File: src/rtl/uart_pkg.sv
// Shared UART definitions: receiver state encoding and default frame constants.
// The transmitter uses the same constants so both ends agree on the frame format.
`timescale 1ns/1ps
package uart_pkg;
   localparam int UART_DATA_BITS  = 8;
   localparam int UART_OVERSAMPLE = 16;

   // PARITY is only visited when UART_RX_PARITY_EN is defined
   typedef enum logic [2:0] {
      IDLE,
      START,
      DATA,
      PARITY,
      STOP
   } rx_state_t;
endpackage

File: src/rtl/uart_receiver_if.sv
// Receiver-side bundle: serial line and baud tick in, received byte and status out.
// master = the receiver, slave = whoever drives the line and consumes bytes.
`timescale 1ns/1ps
interface uart_receiver_if
   import uart_pkg::*;
#(
   parameter int DATA_BITS = UART_DATA_BITS
);
   logic                 tick_in;
   logic                 rx_data;
   logic [DATA_BITS-1:0] data_out;
   logic                 rx_done;
   logic                 frame_err;
   logic                 parity_err;

   modport master (
      input  tick_in, rx_data,
      output data_out, rx_done, frame_err, parity_err
   );

   modport slave (
      output tick_in, rx_data,
      input  data_out, rx_done, frame_err, parity_err
   );
endinterface

File: src/rtl/sync_2ff.sv
// Two-flop synchroniser for a single asynchronous bit, with a configurable
// reset value so an idle-high line does not look like a start bit after reset.
`timescale 1ns/1ps
module sync_2ff #(
   parameter logic RESET_VAL = 1'b1
) (
   input  logic clk,
   input  logic srst,
   input  logic d,
   output logic q
);
   logic meta_reg;
   logic sync_reg;

   // shift the async bit through two flops
   always_ff @(posedge clk) begin
      if (srst) begin
         meta_reg <= RESET_VAL;
         sync_reg <= RESET_VAL;
      end else begin
         meta_reg <= d;
         sync_reg <= meta_reg;
      end
   end

   assign q = sync_reg;
endmodule

File: src/rtl/uart_receiver.sv
// 8N1 UART receiver driven by a 16x oversampling tick. Validates the start bit
// at its centre, samples each data bit at its centre, and reports every
// completed frame with a one-cycle rx_done plus sticky-per-frame error flags.
// Optional feature: define UART_RX_PARITY_EN to insert an even-parity bit
// between the data bits and the stop bit.
`timescale 1ns/1ps
module uart_receiver
   import uart_pkg::*;
#(
   parameter int DATA_BITS  = UART_DATA_BITS,
   parameter int OVERSAMPLE = UART_OVERSAMPLE
) (
   input  logic            system_clk,
   input  logic            rst,
   uart_receiver_if.master rx_if
);
   localparam int TW = $clog2(OVERSAMPLE);
   localparam int BW = $clog2(DATA_BITS);
   localparam logic [TW-1:0] HALF_LAST = TW'(OVERSAMPLE / 2 - 1);
   localparam logic [TW-1:0] FULL_LAST = TW'(OVERSAMPLE - 1);
   localparam logic [BW-1:0] BIT_LAST  = BW'(DATA_BITS - 1);

   logic                 rx_s;
   logic                 tick;
   rx_state_t            state_reg, state_next;
   logic [TW-1:0]        tick_cnt_reg, tick_cnt_next;
   logic [BW-1:0]        bit_cnt_reg, bit_cnt_next;
   logic [DATA_BITS-1:0] shift_reg, shift_next;
   logic [DATA_BITS-1:0] data_reg, data_next;
   logic                 rx_done_reg, rx_done_next;
   logic                 frame_err_reg, frame_err_next;
`ifdef UART_RX_PARITY_EN
   logic                 parity_bit_reg, parity_bit_next;
   logic                 parity_err_reg, parity_err_next;
`endif

   sync_2ff #(.RESET_VAL(1'b1)) u_sync (
      .clk  (system_clk),
      .srst (rst),
      .d    (rx_if.rx_data),
      .q    (rx_s)
   );

   assign tick = rx_if.tick_in;

   // state and datapath registers; reset aborts any frame in flight
   always_ff @(posedge system_clk) begin
      if (rst) begin
         state_reg      <= IDLE;
         tick_cnt_reg   <= '0;
         bit_cnt_reg    <= '0;
         shift_reg      <= '0;
         data_reg       <= '0;
         rx_done_reg    <= 1'b0;
         frame_err_reg  <= 1'b0;
`ifdef UART_RX_PARITY_EN
         parity_bit_reg <= 1'b0;
         parity_err_reg <= 1'b0;
`endif
      end else begin
         state_reg      <= state_next;
         tick_cnt_reg   <= tick_cnt_next;
         bit_cnt_reg    <= bit_cnt_next;
         shift_reg      <= shift_next;
         data_reg       <= data_next;
         rx_done_reg    <= rx_done_next;
         frame_err_reg  <= frame_err_next;
`ifdef UART_RX_PARITY_EN
         parity_bit_reg <= parity_bit_next;
         parity_err_reg <= parity_err_next;
`endif
      end
   end

   // next-state and datapath updates; outputs only move when a frame completes
   always_comb begin
      state_next      = state_reg;
      tick_cnt_next   = tick_cnt_reg;
      bit_cnt_next    = bit_cnt_reg;
      shift_next      = shift_reg;
      data_next       = data_reg;
      rx_done_next    = 1'b0;
      frame_err_next  = frame_err_reg;
`ifdef UART_RX_PARITY_EN
      parity_bit_next = parity_bit_reg;
      parity_err_next = parity_err_reg;
`endif
      case (state_reg)
         IDLE: begin
            if (!rx_s) begin
               state_next    = START;
               tick_cnt_next = '0;
            end
         end
         START: begin
            if (tick) begin
               if (tick_cnt_reg == HALF_LAST) begin
                  tick_cnt_next = '0;
                  if (!rx_s) begin
                     state_next   = DATA;
                     bit_cnt_next = '0;
                  end else begin
                     // line went high again before mid start bit: noise
                     state_next = IDLE;
                  end
               end else begin
                  tick_cnt_next = tick_cnt_reg + 1'b1;
               end
            end
         end
         DATA: begin
            if (tick) begin
               if (tick_cnt_reg == FULL_LAST) begin
                  tick_cnt_next = '0;
                  shift_next    = {rx_s, shift_reg[DATA_BITS-1:1]};
                  if (bit_cnt_reg == BIT_LAST) begin
`ifdef UART_RX_PARITY_EN
                     state_next = PARITY;
`else
                     state_next = STOP;
`endif
                  end else begin
                     bit_cnt_next = bit_cnt_reg + 1'b1;
                  end
               end else begin
                  tick_cnt_next = tick_cnt_reg + 1'b1;
               end
            end
         end
`ifdef UART_RX_PARITY_EN
         PARITY: begin
            if (tick) begin
               if (tick_cnt_reg == FULL_LAST) begin
                  tick_cnt_next   = '0;
                  parity_bit_next = rx_s;
                  state_next      = STOP;
               end else begin
                  tick_cnt_next = tick_cnt_reg + 1'b1;
               end
            end
         end
`endif
         STOP: begin
            if (tick) begin
               if (tick_cnt_reg == FULL_LAST) begin
                  // leave at mid stop bit so a back-to-back start edge is caught
                  tick_cnt_next   = '0;
                  data_next       = shift_reg;
                  frame_err_next  = ~rx_s;
                  rx_done_next    = 1'b1;
                  state_next      = IDLE;
`ifdef UART_RX_PARITY_EN
                  parity_err_next = (^shift_reg) ^ parity_bit_reg;
`endif
               end else begin
                  tick_cnt_next = tick_cnt_reg + 1'b1;
               end
            end
         end
         default: begin
            state_next = IDLE;
         end
      endcase
   end

   assign rx_if.data_out  = data_reg;
   assign rx_if.rx_done   = rx_done_reg;
   assign rx_if.frame_err = frame_err_reg;
`ifdef UART_RX_PARITY_EN
   assign rx_if.parity_err = parity_err_reg;
`else
   assign rx_if.parity_err = 1'b0;
`endif
endmodule
File: src/flat_wrapper.sv
// flat-port wrapper written by rule: the top's interface ports become plain ports
module uart_receiver_flat import uart_pkg::*;
#(
   parameter int DATA_BITS  = UART_DATA_BITS,
   parameter int OVERSAMPLE = UART_OVERSAMPLE
)
  (system_clk, rst, rx_if_tick_in, rx_if_rx_data, rx_if_data_out, rx_if_rx_done, rx_if_frame_err, rx_if_parity_err);
  uart_receiver_if #(.DATA_BITS(DATA_BITS)) rx_if_i ();
  input  logic system_clk;
  input  logic rst;
  input wire logic [$bits(rx_if_i.tick_in)-1:0] rx_if_tick_in;
  input wire logic [$bits(rx_if_i.rx_data)-1:0] rx_if_rx_data;
  output wire logic [$bits(rx_if_i.data_out)-1:0] rx_if_data_out;
  output wire logic [$bits(rx_if_i.rx_done)-1:0] rx_if_rx_done;
  output wire logic [$bits(rx_if_i.frame_err)-1:0] rx_if_frame_err;
  output wire logic [$bits(rx_if_i.parity_err)-1:0] rx_if_parity_err;
  assign rx_if_i.tick_in = rx_if_tick_in;
  assign rx_if_i.rx_data = rx_if_rx_data;
  assign rx_if_data_out = rx_if_i.data_out;
  assign rx_if_rx_done = rx_if_i.rx_done;
  assign rx_if_frame_err = rx_if_i.frame_err;
  assign rx_if_parity_err = rx_if_i.parity_err;
  uart_receiver #(.DATA_BITS(DATA_BITS), .OVERSAMPLE(OVERSAMPLE)) u_core (.system_clk(system_clk), .rst(rst), .rx_if(rx_if_i));
endmodule
File: config.mk
export PLATFORM = sky130hd
export DESIGN_NAME = uart_receiver_flat
export DESIGN_NICKNAME = d
export VERILOG_FILES = /design/src/rtl/uart_pkg.sv /design/src/rtl/uart_receiver_if.sv /design/src/rtl/sync_2ff.sv /design/src/rtl/uart_receiver.sv /design/src/flat_wrapper.sv
export SDC_FILE = /design/constraint.sdc
export NUM_CORES = 1
export LEC_CHECK = 0
export CAP_MARGIN = 10
export CORE_UTILIZATION = 41
export DETAILED_ROUTE_END_ITERATION = 6
export SYNTH_ARGS = -nofsm -noshare
export SYNTH_HDL_FRONTEND = slang
export SYNTH_SLANG_ARGS = --single-unit
File: constraint.sdc
create_clock -name system_clk -period 1.8 [get_ports system_clk]
set_input_delay 0.36 -clock system_clk [delete_from_list [all_inputs] [get_ports system_clk]]
set_output_delay 0.36 -clock system_clk [all_outputs]
set_load 0.005 [all_outputs]
[Word-level counts from Yosys, hierarchy flattened]
Index checks and enable logic that the tools add are counted.
Operators by class
  div/mod/pow operators: 0
  add/subtract/negate cells: 2
  multiplexer cells: 24
  order comparisons: 0
  bitwise logic cells: 3
  shifts and indexed selects: 0
  multiply operators: 0
  equality and inequality tests: 17
  reductions and logical operators: 10
Operators with widths (number)
  $mux 3: 14
  $mux 4: 5
  $ne 2x2->1 const B: 6
  $pmux 3 s4: 1
  $pmux 4 s3: 1
  $ne 2x1->1 const B: 5
  $reduce_and 8->1: 1
  $reduce_and 7->1: 1
  $eq 3x3->1 const B: 2
  $pmux 3 s2: 1
  $reduce_and 3->1: 2
  $add 4x1->4 const B: 1
  $eq 4x3->1 const B: 1
  $eq 4x4->1 const B: 1
  $reduce_and 4->1: 1
  $add 3x1->3 const B: 1
  $eq 3x1->1 const B: 1
  $eq 3x2->1 const B: 1
  $logic_not 3->1: 1
  $not 1->1: 3
  $reduce_bool 3->1: 1
  $reduce_or 3->1: 1
  $mux 2: 1
  $reduce_bool 2->1: 1
  other kinds (2): 2
Word-level totals
  input bits: 4
  latch bits: 0
  bits in registers: 30
  memories: 0
  memory bits (writable): 0
  output and inout bits: 11
  ROM bits: 0
  word-level logic and storage cells: 65

[Longest topological paths before layout]
Gate-level depths: netlist (run 1).
  depth in word-level cells: 5
  gate-level depth with buffers: 7
  depth with buffers taken out: 6

[Cells and area by module]
Synthesis (run 1) repeated with hierarchy kept, for this count alone.
Second synthesis, totals
  cells, all modules: 152
  area, all modules: 1398.8 um2
Modules (own cells, without submodules)
  uart_receiver: times used 1, seq. area each 560.5 um2, area an instance 1346.3 um2, cells each 148
  sync_2ff: times used 1, seq. area each 40.0 um2, area an instance 52.6 um2, cells each 4

[Least setup slack after synthesis (run 1)]
OpenSTA, ideal clock, no wires.
  kind: register -> register
  start: reg u_core.tick_cnt_reg[0]
  end: reg u_core.bit_cnt_reg[0]
  buffers on the path: 0
  stages on the path, launching flop included: 7
  period minus slack after synthesis: 1.460 ns
  data required time: 1.679 ns
  library setup time: 0.121 ns
  data arrival time: 1.339 ns
  path slack: 0.340 ns
  path through: dfxtp_1 ha_1 and4_4 nor3_1 a21oi_1 o21ai_1 mux2_2
On the way
  longest elaborated chain between the ends: 3
  elaborated cells on any way between the ends: 5
  those cells by class: eq/ne (4); reduce/logical (1)
RTL lines
  from (decl): line uart_receiver.sv:26  | logic [TW-1:0] tick_cnt_reg, tick_cnt_next;
  from (signal assigned): line uart_receiver.sv:62  | tick_cnt_reg <= tick_cnt_next;
  $eq 4x4->1 / $eq 4x3->1 (equally long branches): line uart_receiver.sv:113, uart_receiver.sv:97
  $ne 2x1->1 (no line)
  $reduce_and 7->1 (no line) (*)
  to (signal assigned): line uart_receiver.sv:63  | bit_cnt_reg <= bit_cnt_next;
  to (decl): line uart_receiver.sv:27  | logic [BW-1:0] bit_cnt_reg, bit_cnt_next;
Mark *: on every way between the ends. The rest lies on a longest branch, timed or not.
A chain may end at the register's enable or synchronous reset.

[Worst setup path in the final report (run 1)]
Same ends and word-level chain as after synthesis.

==> results of run 1 <==
[worst max-delay path, stage by stage, from the launching register on]
cell and delay [ns]:
dfxtp_1 0.39, ha_1 0.27, and4_4 0.29, nor3_1 0.05
a21oi_1 0.12, o21ai_1 0.12, mux2_2 0.27
[cell type report]
class,count,area share [%]
inverters,1,0.226
flip-flops and latches,30,36.1
multi-input cells,99,43.0
clock inverters,3,2.41
repair buffers,22,12.6
well taps,44,3.31
clock buffers,5,2.26
[metrics by stage]
step | TNS (ns) | hold slack, ns
after floorplan | 0 | 0.389
after global placement | -0.635 | 0.400
after detailed placement | -1.33 | 0.394
after CTS | 0 | 0.409
after global routing | 0 | 0.434
final | 0 | 0.413
[routing by layer]
layer / GRT usage [%] / part of all wire, %
met3: 5.84 / 3.4
met2: 26.0 / 47
met1: 20.1 / 48
met4: 5.98 / 1.0
met5: 0 / 0
[cells in the mapped netlist (all sizes together) (2+ instances only)]
cell	count
ha	3
nor2b	3
nand4	2
or2	3
nor3b	3
nor4	2
mux2i	16
nor3	3
buf	5
nand2	5
a22o	2
nor2	26
o21ai	5
nand3	2
clkbuf	3
dfxtp	30
o31a	2
a21oi	6
and4bb	2
[path summary, 6_finish.rpt]
| kind | end | slack [ns] | cells past startpoint |
|---|---|---|---|
| max | u_core.bit_cnt_reg[0]$_SDFFE_PP0P_ | 0.18 | 6 |
| min | u_core.u_sync.q$_SDFF_PP1_ | 0.41 | 1 |
| max reg2reg | u_core.bit_cnt_reg[0]$_SDFFE_PP0P_ | 0.18 | 6 |
| min reg2reg | u_core.u_sync.q$_SDFF_PP1_ | 0.41 | 1 |
[where the power goes]
part	switching (W)	total, W	internal, W
Combinational	0.0000289	0.0000570	0.0000281
Clock	0.000229	0.000517	0.000287
Sequential	0.00000439	0.000671	0.000667
[kinds of logic after synthesis]
group                      synth area share, %
adders and majority gates                 2.73
DFF                                       43.6
and+or+nand+nor                           26.0
muxes                                     12.5
other                                    0.272
buffers and inverters                     4.36
AOI/OAI and AO/OA                         10.5
==> impl_results.md, run 1 <==
* Status: finished clean
* Setup Buffers After CTS at 0
* Syn Nets at 145
* GR Util All Layers at 16.3%
* HP Start: u_core.u_sync.meta_reg$_SDFF_PP1_
* Max cap viols at 0
* Total number of vias at 1028
* Worst EP required at 2.02 ns
* Core area at 0.00313 mm2
* Routed WL per cell at 12.6 um
* Post-synthesis sequential area ratio at 43.6%
* Yosys cell types at 40
* Post-synth ARST share at 0%
* IO Count at 15
* # rows at 20
* Critical Path Start: u_core.tick_cnt_reg[0]$_SDFFE_PP0P_
* Grt ovf at 0
* RSZ-0062 raised after global routing: no
* Crit Path Class: reg -> reg
* Routed WL at 2570 um
* Count of final hold-check violations at 0
* FILL cells at 302
* Mapped Cells at 138
* Post-DRT Antenna Nets at 0
* Syn Area/Cell at 9.97 um2
* Maximum clock rate at 619 MHz
* Final instance area at 0.00166 mm2
* PD cells at 749 mW/mm2
* Placed cells at 196
* Final worst-path cycle share at 89.7%
* Worst-Skew Late Latency at 0.32 ns
* Largest cells by area after synthesis: dfxtp_1, mux2i_1, nor2_1
* CTS Buf Count at 5
* DRC viols at 0
* Post-CTS sizing at 0
* CTS sink cnt at 30
* Post-synthesis register bit count at 30
* Area of the multi-input gates at 716 um2
* DIE WIDTH at 59.9 um
* Arrival time at the worst endpoint at 1.84 ns
* Worst hold path type: reg -> reg
* Crit end category: flip-flop
* # port buffers at 13
* CTS Buffer Depth at 2
* Synth top area share at 43.6%
* Commonest non-fill, non-tap cell in the layout: dfxtp_1
* Hold_buf cts at 0
* Starting DRT DRC Count at 47
* Sequential cell area at 601 um2
* Final Skew at 0.00621 ns
* Vias in the first global route at 983
* Synth Flop Type: dfxtp_1
* Fraction of layout cells with a size suffix above 1 at 20.6%
* Crit path max fanout at 6
* Non-filler instance count after layout at 204
* YS warnings at 0
* Most frequent cells in the layout: dfxtp_1, nor2_1, mux2i_1
* Worst reg2reg startpoint: u_core.tick_cnt_reg[0]$_SDFFE_PP0P_
* Die height at 59.9 um
* Final Power at 0.00124 W
* DP HPWL at 1840 um
* Area Overhead vs Synth at 20.8%
* Setup Viol. Count Final at 0
* TritonRoute pass-1 iters at 4
* Setup WS pre-CTS at -0.112 ns
* CTS tree: yes
* Largest net degree at the start of global routing at 18
* IR drop worst, VDD at 0.334 mV
* ANT cells at 0
* Placed inst area at 0.00159 mm2
* Tmin final at 1.62 ns
* Fin nets at 166
* Fin util at 53.2%
* Final WS setup at 0.185 ns
* Synthesized area at 0.00138 mm2
* Cell taking the most area after synthesis: dfxtp_1
* Initial antenna violation count at 0
* Via/cell ratio at 5.04
* Die area at 0.00359 mm2
* Max Slew Vio Count at 0
* Initial Util at 44.0%
* Final Wtd Congestion at 0.819
* Leak at 0.684 nW
* CTS root buffer: clkbuf_4
* CTS clk-pin slew, worst paths at 0.09 ns
* H-tree levels at 2
* First-pass GRT wire length at 4300 um
* Crit start category: flip-flop
* EDFF count, synth at 0
Note: power is estimated with default switching activity, not from simulation.
==> run 2: changes to the inputs <==
- GPL_TIMING_DRIVEN: not set -> 0
==> run 2 against run 1 <==
Compared with the run above:
- count of clock-buffer cells in the layout did not move
- clock power up 3%
- non-clock buffer count shrank 1
- global-route usage shrank 0.29 points
- worst setup slack lost 0.037 ns
- maximum frequency is 2.2% lower
- core utilization shrank 0.76 points
- cell count down 0.49%
- largest power group unchanged
- worst hold slack improved by 0.0042 ns
==> impl_results.md, run 2 (synthesized netlist as in run 1, its figures left out) <==
* Status: finished clean
* Max cap viols at 0
* Placed inst area at 0.00156 mm2
* CTS tree: yes
* Setup WS pre-CTS at -0.169 ns
* Via/cell ratio at 5.05
* Final worst-path cycle share at 91.8%
* CTS Buf Count at 5
* Largest net degree at the start of global routing at 11
* Post-DRT Antenna Nets at 0
* CTS Buffer Depth at 2
* Die height at 59.9 um
* CTS sink cnt at 30
* Max Slew Vio Count at 0
* Met2 WL at 1130 um
* Worst hold slack at 0.417 ns
* Worst hold path type: reg -> reg
* CTS clk-pin slew, worst paths at 0.10 ns
* Setup Buffers After CTS at 0
* Metal3 WL at 96 um
* First-pass GRT wire length at 4110 um
* Worst EP required at 2.03 ns
* Initial Util at 44.0%
* Grt ovf at 0
* Fraction of layout cells with a size suffix above 1 at 18.2%
* Routed WL at 2510 um
* Final instance area at 0.00164 mm2
* RSZ-0062 raised after global routing: no
* Total number of vias at 1025
* Wl on met1 at 1240 um
* Crit end category: flip-flop
* ANT cells at 0
* Area Overhead vs Synth at 19.1%
* CTS root buffer: clkbuf_4
* DIE WIDTH at 59.9 um
* Commonest non-fill, non-tap cell in the layout: dfxtp_1
* Arrival time at the worst endpoint at 1.88 ns
* Final Skew at 0.00828 ns
* Vias in the first global route at 925
* Fin nets at 165
* Maximum clock rate at 605 MHz
* Worst-Skew Late Latency at 0.33 ns
* Most frequent cells in the layout: dfxtp_1, nor2_1, mux2i_1
* DRC viols at 0
* Final Wtd Congestion at 0.817
* Starting DRT DRC Count at 38
* IO Count at 15
* Tmin final at 1.65 ns
* Max Used Layer: met4
* Setup Viol. Count Final at 0
* Routed WL per cell at 12.3 um
* Post-CTS sizing at 0
* Initial antenna violation count at 0
* FILL cells at 300
* Crit path max fanout at 7
* Die area at 0.00359 mm2
* Crit start category: input port
* PD cells at 767 mW/mm2
* DP HPWL at 1740 um
* TritonRoute pass-1 iters at 4
* Crit Path Class: in -> reg
* GR Util All Layers at 16.0%
* # rows at 20
* Hold_buf cts at 0
* Count of final hold-check violations at 0
* # port buffers at 13
* IR drop worst, VDD at 0.496 mV
* Core area at 0.00313 mm2
* Leak at 0.664 nW
* H-tree levels at 2
* Final WS setup at 0.148 ns
## run 2: cell types whose count changed in the layout (fill, tap and decap cells not counted)
cell / delta
buf_4: -5
clkbuf_1: +3
buf_6: +2
buf_12: -1
## run 2: final cells by class
| type | count | area, um2 | share of cell area [%] |
|---|---|---|---|
| multi-input combinational | 99 | 716 | 43.7 |
| sequential | 30 | 601 | 36.6 |
| timing repair buffer | 13 | 130 | 7.94 |
| buffer | 8 | 56.3 | 3.44 |
| tap | 44 | 55.1 | 3.36 |
| clock inverter | 3 | 40.0 | 2.44 |
| clock buffer | 5 | 37.5 | 2.29 |
| inverter | 1 | 3.75 | 0.229 |
## run 2: critical path, stage by stage
cell and delay [ns]:
clkdlybuf4s50_1 0.61, and4_4 0.31, nor3_1 0.06, a21oi_1 0.14
o21ai_1 0.12, mux2_2 0.27
## run 2: per-stage QoR
stage / util [%] / setup TNS [ns] / std cells / total power (W)
floorplan: - / 0 / 138 / 0.000722
global placement: 49.9 / -2.74 / 195 / 0.000740
detailed placement: 49.9 / -3.03 / 195 / 0.000740
CTS: 52.4 / 0 / 203 / 0.00127
global route: 52.4 / 0 / 203 / 0.00130
finish: 52.4 / 0 / 203 / 0.00126
## run 2: final timing paths
kind | cells after the start | slack [ns] | end | startpoint
worst max-delay path | 6 | 0.15 | u_core.bit_cnt_reg[0]$_SDFFE_PP0P_ | rx_if_tick_in
worst min-delay path | 1 | 0.42 | u_core.u_sync.q$_SDFF_PP1_ | u_core.u_sync.meta_reg$_SDFF_PP1_
worst max register to register | 6 | 0.17 | u_core.bit_cnt_reg[0]$_SDFFE_PP0P_ | u_core.tick_cnt_reg[0]$_SDFFE_PP0P_
worst min register to register | 1 | 0.42 | u_core.u_sync.q$_SDFF_PP1_ | u_core.u_sync.meta_reg$_SDFF_PP1_
## run 2: metal layers
metal  GRT usage [%]  vias up
met1            20.2      473
li1                -      528
met2            24.0       19
met5               0        -
met4            6.98        0
met3            6.49        5
## run 2: report_power, final
| group | internal, W | switching [W] | leakage [nW] |
|---|---|---|---|
| clock | 0.000287 | 0.000244 | 0.0450 |
| combinational | 0.0000243 | 0.0000302 | 0.376 |
| sequential | 0.000667 | 0.00000374 | 0.242 |
| total | 0.000979 | 0.000278 | 0.664 |
==> variant 1, RTL diff (flow settings as in run 2) <==
Change the package constant `UART_DATA_BITS` from 8 to 4.
--- a/src/rtl/uart_pkg.sv
+++ b/src/rtl/uart_pkg.sv
@@ -2,7 +2,7 @@
 // The transmitter uses the same constants so both ends agree on the frame format.
 `timescale 1ns/1ps
 package uart_pkg;
-   localparam int UART_DATA_BITS  = 8;
+   localparam int UART_DATA_BITS  = 4;
    localparam int UART_OVERSAMPLE = 16;
 
    // PARITY is only visited when UART_RX_PARITY_EN is defined
Ports: changed (resized rx_if_data_out); port bits go from 15 to 11. No check against the original RTL was run, so the function may have changed too.
==> variant 1 against run 2 <==
Worst setup slack got worse by 0.075 ns. Worst hold slack improved by 0.014 ns. Register-to-register slack got worse by 0.097 ns. Global-route usage increased by 1.9 points. Non-clock buffer count decreased by 5. Sequential cell count decreased by 9. Sequential power decreased by 29%. Clock power decreased by 54%. Cell count decreased by 21%. Total power decreased by 37%. Wire length decreased by 11%. Synthesized area decreased by 20%. Final area decreased by 22%. Largest power group unchanged.
==> variant 1: results <==
{
  "crit_path_start_kind": "flop",
  "dr_wl_met3_um": 107,
  "vdd_drop_max_v": 0.000421,
  "wl_met1_um": 1060,
  "portBuffers": 9,
  "power.share.switching": 0.265,
  "cts_resized": 4,
  "n_fill_cell": 235,
  "cts-htree-levels": 1,
  "ys_types": 48,
  "route.met2.wl_um": 1040,
  "pre_cts_ws_ns": -0.335,
  "syn_to_final_growth_pct": 17.3,
  "clock_skew_ns": 0.00540,
  "max_stage_delay_ns": 0.39,
  "synth_common_cells": "dfxtp_1 (21), nor2_1 (12), mux2i_1 (9), a21oi_1 (7), nand3_1 (5)",
  "grt_pass1_vias": 800,
  "outcome": "finished, final reports clean",
  "cp.arrival_ns": 1.95,
  "fin_area_um2": 1280,
  "nets": 138,
  "slowest_stage": "dfxtp_4",
  "crit_family": "simple AND/OR/NAND/NOR gates",
  "synth.area.top_cells": "dfxtp_1 (38%), mux2i_1 (8.2%), nor2_1 (4.1%)",
  "grtUsageMet3": 0.0650,
  "dp_hpwl_um": 1610
}
variant 1: cell types whose count changed in the layout (fill, tap and decap cells not counted), sizes merged, moves of 4 or more:
cell and change:
clkdlybuf4s50 -4, dfxtp -9, mux2i -7, nor2 -13, or3 +4
variant 1: path summary, 6_finish.rpt:
check                                        to  slack (ns)  cells after the start
max          u_core.bit_cnt_reg[0]$_SDFFE_PP0P_        0.07                      5
min                  u_core.u_sync.q$_SDFF_PP1_        0.43                      1
max reg2reg  u_core.bit_cnt_reg[0]$_SDFFE_PP0P_        0.07                      5
min reg2reg          u_core.u_sync.q$_SDFF_PP1_        0.43                      1
variant 1: area by class of cell:
class                      count  area share
buffer                         6      0.0331
clock buffer                   3      0.0175
clock inverter                 1     0.00585
inverter                       3     0.00877
multi-input combinational     87       0.498
sequential                    21       0.331
tap                           30      0.0292
timing repair buffer          10      0.0760
variant 1: metrics by stage:
stage / std cells / TNS (ns) / power (mW)
detailed placement: 156 / -2.41 / 0.561
finish: 161 / 0 / 0.796
CTS: 160 / 0 / 0.814
global placement: 156 / -2.42 / 0.560
global route: 161 / 0 / 0.839
floorplan: 117 / 0 / 0.537
variant 1: kinds of logic (layout without fill, tap and decap cells):
family	Yosys count	in the layout	synth area share
multiplexers	10	10	0.0960
AND/OR/NAND/NOR	50	50	0.294
flip-flops	21	21	0.384
other	1	1	0.00343
adder cells (fa/ha/maj)	2	2	0.0229
AO/OA/AOI/OAI	23	23	0.143
XOR/XNOR	1	1	0.00800
buffers and inverters	9	23	0.0491
variant 1: power by group through the flow:
stage          combinational [mW]  clock [mW]  sequential [mW]
6_report                   0.0777       0.244            0.475
4_1_cts                    0.0755       0.263            0.476
2_1_floorplan              0.0538           0            0.484
3_5_place_dp               0.0749           0            0.486
3_3_place_gp               0.0746           0            0.486
5_1_grt                    0.0858       0.278            0.476
==> variant 2, RTL diff (settings of run 2) <==
Without the edit above. `shift_reg` and `data_reg` no longer have a reset.
--- a/src/rtl/uart_receiver.sv
+++ b/src/rtl/uart_receiver.sv
@@ -49,8 +49,6 @@
          state_reg      <= IDLE;
          tick_cnt_reg   <= '0;
          bit_cnt_reg    <= '0;
-         shift_reg      <= '0;
-         data_reg       <= '0;
          rx_done_reg    <= 1'b0;
          frame_err_reg  <= 1'b0;
 `ifdef UART_RX_PARITY_EN
@@ -61,8 +59,6 @@
          state_reg      <= state_next;
          tick_cnt_reg   <= tick_cnt_next;
          bit_cnt_reg    <= bit_cnt_next;
-         shift_reg      <= shift_next;
-         data_reg       <= data_next;
          rx_done_reg    <= rx_done_next;
          frame_err_reg  <= frame_err_next;
 `ifdef UART_RX_PARITY_EN
@@ -70,6 +66,11 @@
          parity_err_reg <= parity_err_next;
 `endif
       end
+   end
+
+   always_ff @(posedge system_clk) begin
+      shift_reg <= shift_next;
+      data_reg  <= data_next;
    end
 
    // next-state and datapath updates; outputs only move when a frame completes
Behaviour: no difference found for any inputs over 10 cycles, from zero or initial values and one cycle with rst high; that may be too few to reach the edited logic, so the function may still have changed.
==> variant 2 against run 2 <==
The flow now finishes with violations (setup timing). Register-to-register slack lost 0.21 ns. Clock skew decreased by 0.0034 ns. Wire length shrank 1.6%. Total power shrank 4.9%. Clock power is 30% lower. Synthesized area down 0.45%. Synthesized cell count is 19% lower. Final area increased by 3.8%. Sequential cell count unchanged. Global-route usage is 0.28 points lower. Combinational power up 87%. Via count fell by 2.6%. Worst setup slack got worse by 0.19 ns.
==> variant 2: results <==
{
  "slowest_stage": "or4b_1",
  "power.internal_mw": 0.912,
  "crit_start": "u_core.bit_cnt_reg[0]$_SDFFE_PP0P_",
  "placed_cells": 169,
  "insertion_delay_ns": 0.32,
  "portBuffers": 13,
  "synth_ff_type": "edfxtp_1",
  "postSynthCellCount": 112,
  "worst-path-max-fanout": 3,
  "dr_total_vias": 998,
  "wl_met1_um": 1130,
  "grt_pass1_vias": 884,
  "leakagePower_nw": 0.575,
  "fin_tns_setup_ns": -0.0453,
  "max_stage_delay_ns": 0.48,
  "violations": "setup timing",
  "synth.area.top_cells": "edfxtp_1 (35%), dfxtp_1 (20%), ha_1 (2.7%)",
  "cp.arrival_ns": 2.11,
  "ys_types": 50,
  "n_fill_cell": 289,
  "outcome": "finished, violations left",
  "grt_pass1_wl_um": 3970,
  "cts_resized": 6,
  "post_cts_buffers": 3,
  "use_met1": 0.195,
  "synth_common_cells": "edfxtp_1 (16), dfxtp_1 (14), inv_1 (5), nor2_1 (5), nand2b_1 (4)",
  "vdd_drop_max_v": 0.000282,
  "dr.first_iter.drc_count": 42,
  "hold_start": "u_core.shift_reg[0]$_DFFE_PP_",
  "pre_cts_ws_ns": -0.616,
  "synth_edf_count": 16,
  "route.met2.wl_um": 1130,
  "final_util": 0.548,
  "r2r-start": "u_core.bit_cnt_reg[0]$_SDFFE_PP0P_",
  "synth_seq_area_share": 0.555,
  "setup_slack_ns": -0.0450,
  "wirelength_um": 2470,
  "grtUsageMet3": 0.0455,
  "placed_area_um2": 1570,
  "setup_viol": 2,
  "dr_wl_met3_um": 152,
  "drive_gt1_frac": 0.219,
  "nets": 143,
  "dp_hpwl_um": 1700
}
variant 2: cells by family after synthesis:
family | count (synthesis) | share of synthesized area
AO/OA/AOI/OAI | 22 | 0.132
adder cells (fa/ha/maj) | 3 | 0.0274
buffers and inverters | 11 | 0.0594
flip-flops | 30 | 0.555
multiplexers | 1 | 0.00822
other | 1 | 0.00274
AND/OR/NAND/NOR | 44 | 0.215
variant 2: critical path: cells and delay by family, from the launching register on:
kind / cells / cell delay (ns)
AO/OA/AOI/OAI: 3 / 0.65
adder cells (fa/ha/maj): 2 / 0.32
flip-flops: 1 / 0.34
AND/OR/NAND/NOR: 1 / 0.48
variant 2: path summary, 6_finish.rpt:
path / to / slack (ns) / depth (start not counted)
setup reg to reg: u_core.state_reg[1]$_SDFFE_PP0P_ / -0.04 / 6
hold / removal: u_core.rx_if.data_out[0]$_DFFE_PP_ / 0.43 / 0
hold reg to reg: u_core.rx_if.data_out[0]$_DFFE_PP_ / 0.43 / 0
setup / recovery: u_core.state_reg[1]$_SDFFE_PP0P_ / -0.04 / 6
variant 2: cell type report:
class,instances,area share
clock buffers,6,0.0243
well taps,44,0.0324
multi-input cells,71,0.346
flip-flops and latches,30,0.449
plain buffers,6,0.0368
repair buffers,17,0.0956
clock inverters,2,0.00588
inverters,5,0.0110
variant 2: power groups by stage:
| stage | registers [mW] | clock network (mW) | logic, mW |
|---|---|---|---|
| after floorplan | 0.738 | 0 | 0.0713 |
| after global placement | 0.739 | 0 | 0.0951 |
| after detailed placement | 0.739 | 0 | 0.0965 |
| after CTS | 0.723 | 0.383 | 0.0992 |
| after global routing | 0.724 | 0.411 | 0.111 |
| final | 0.724 | 0.370 | 0.102 |
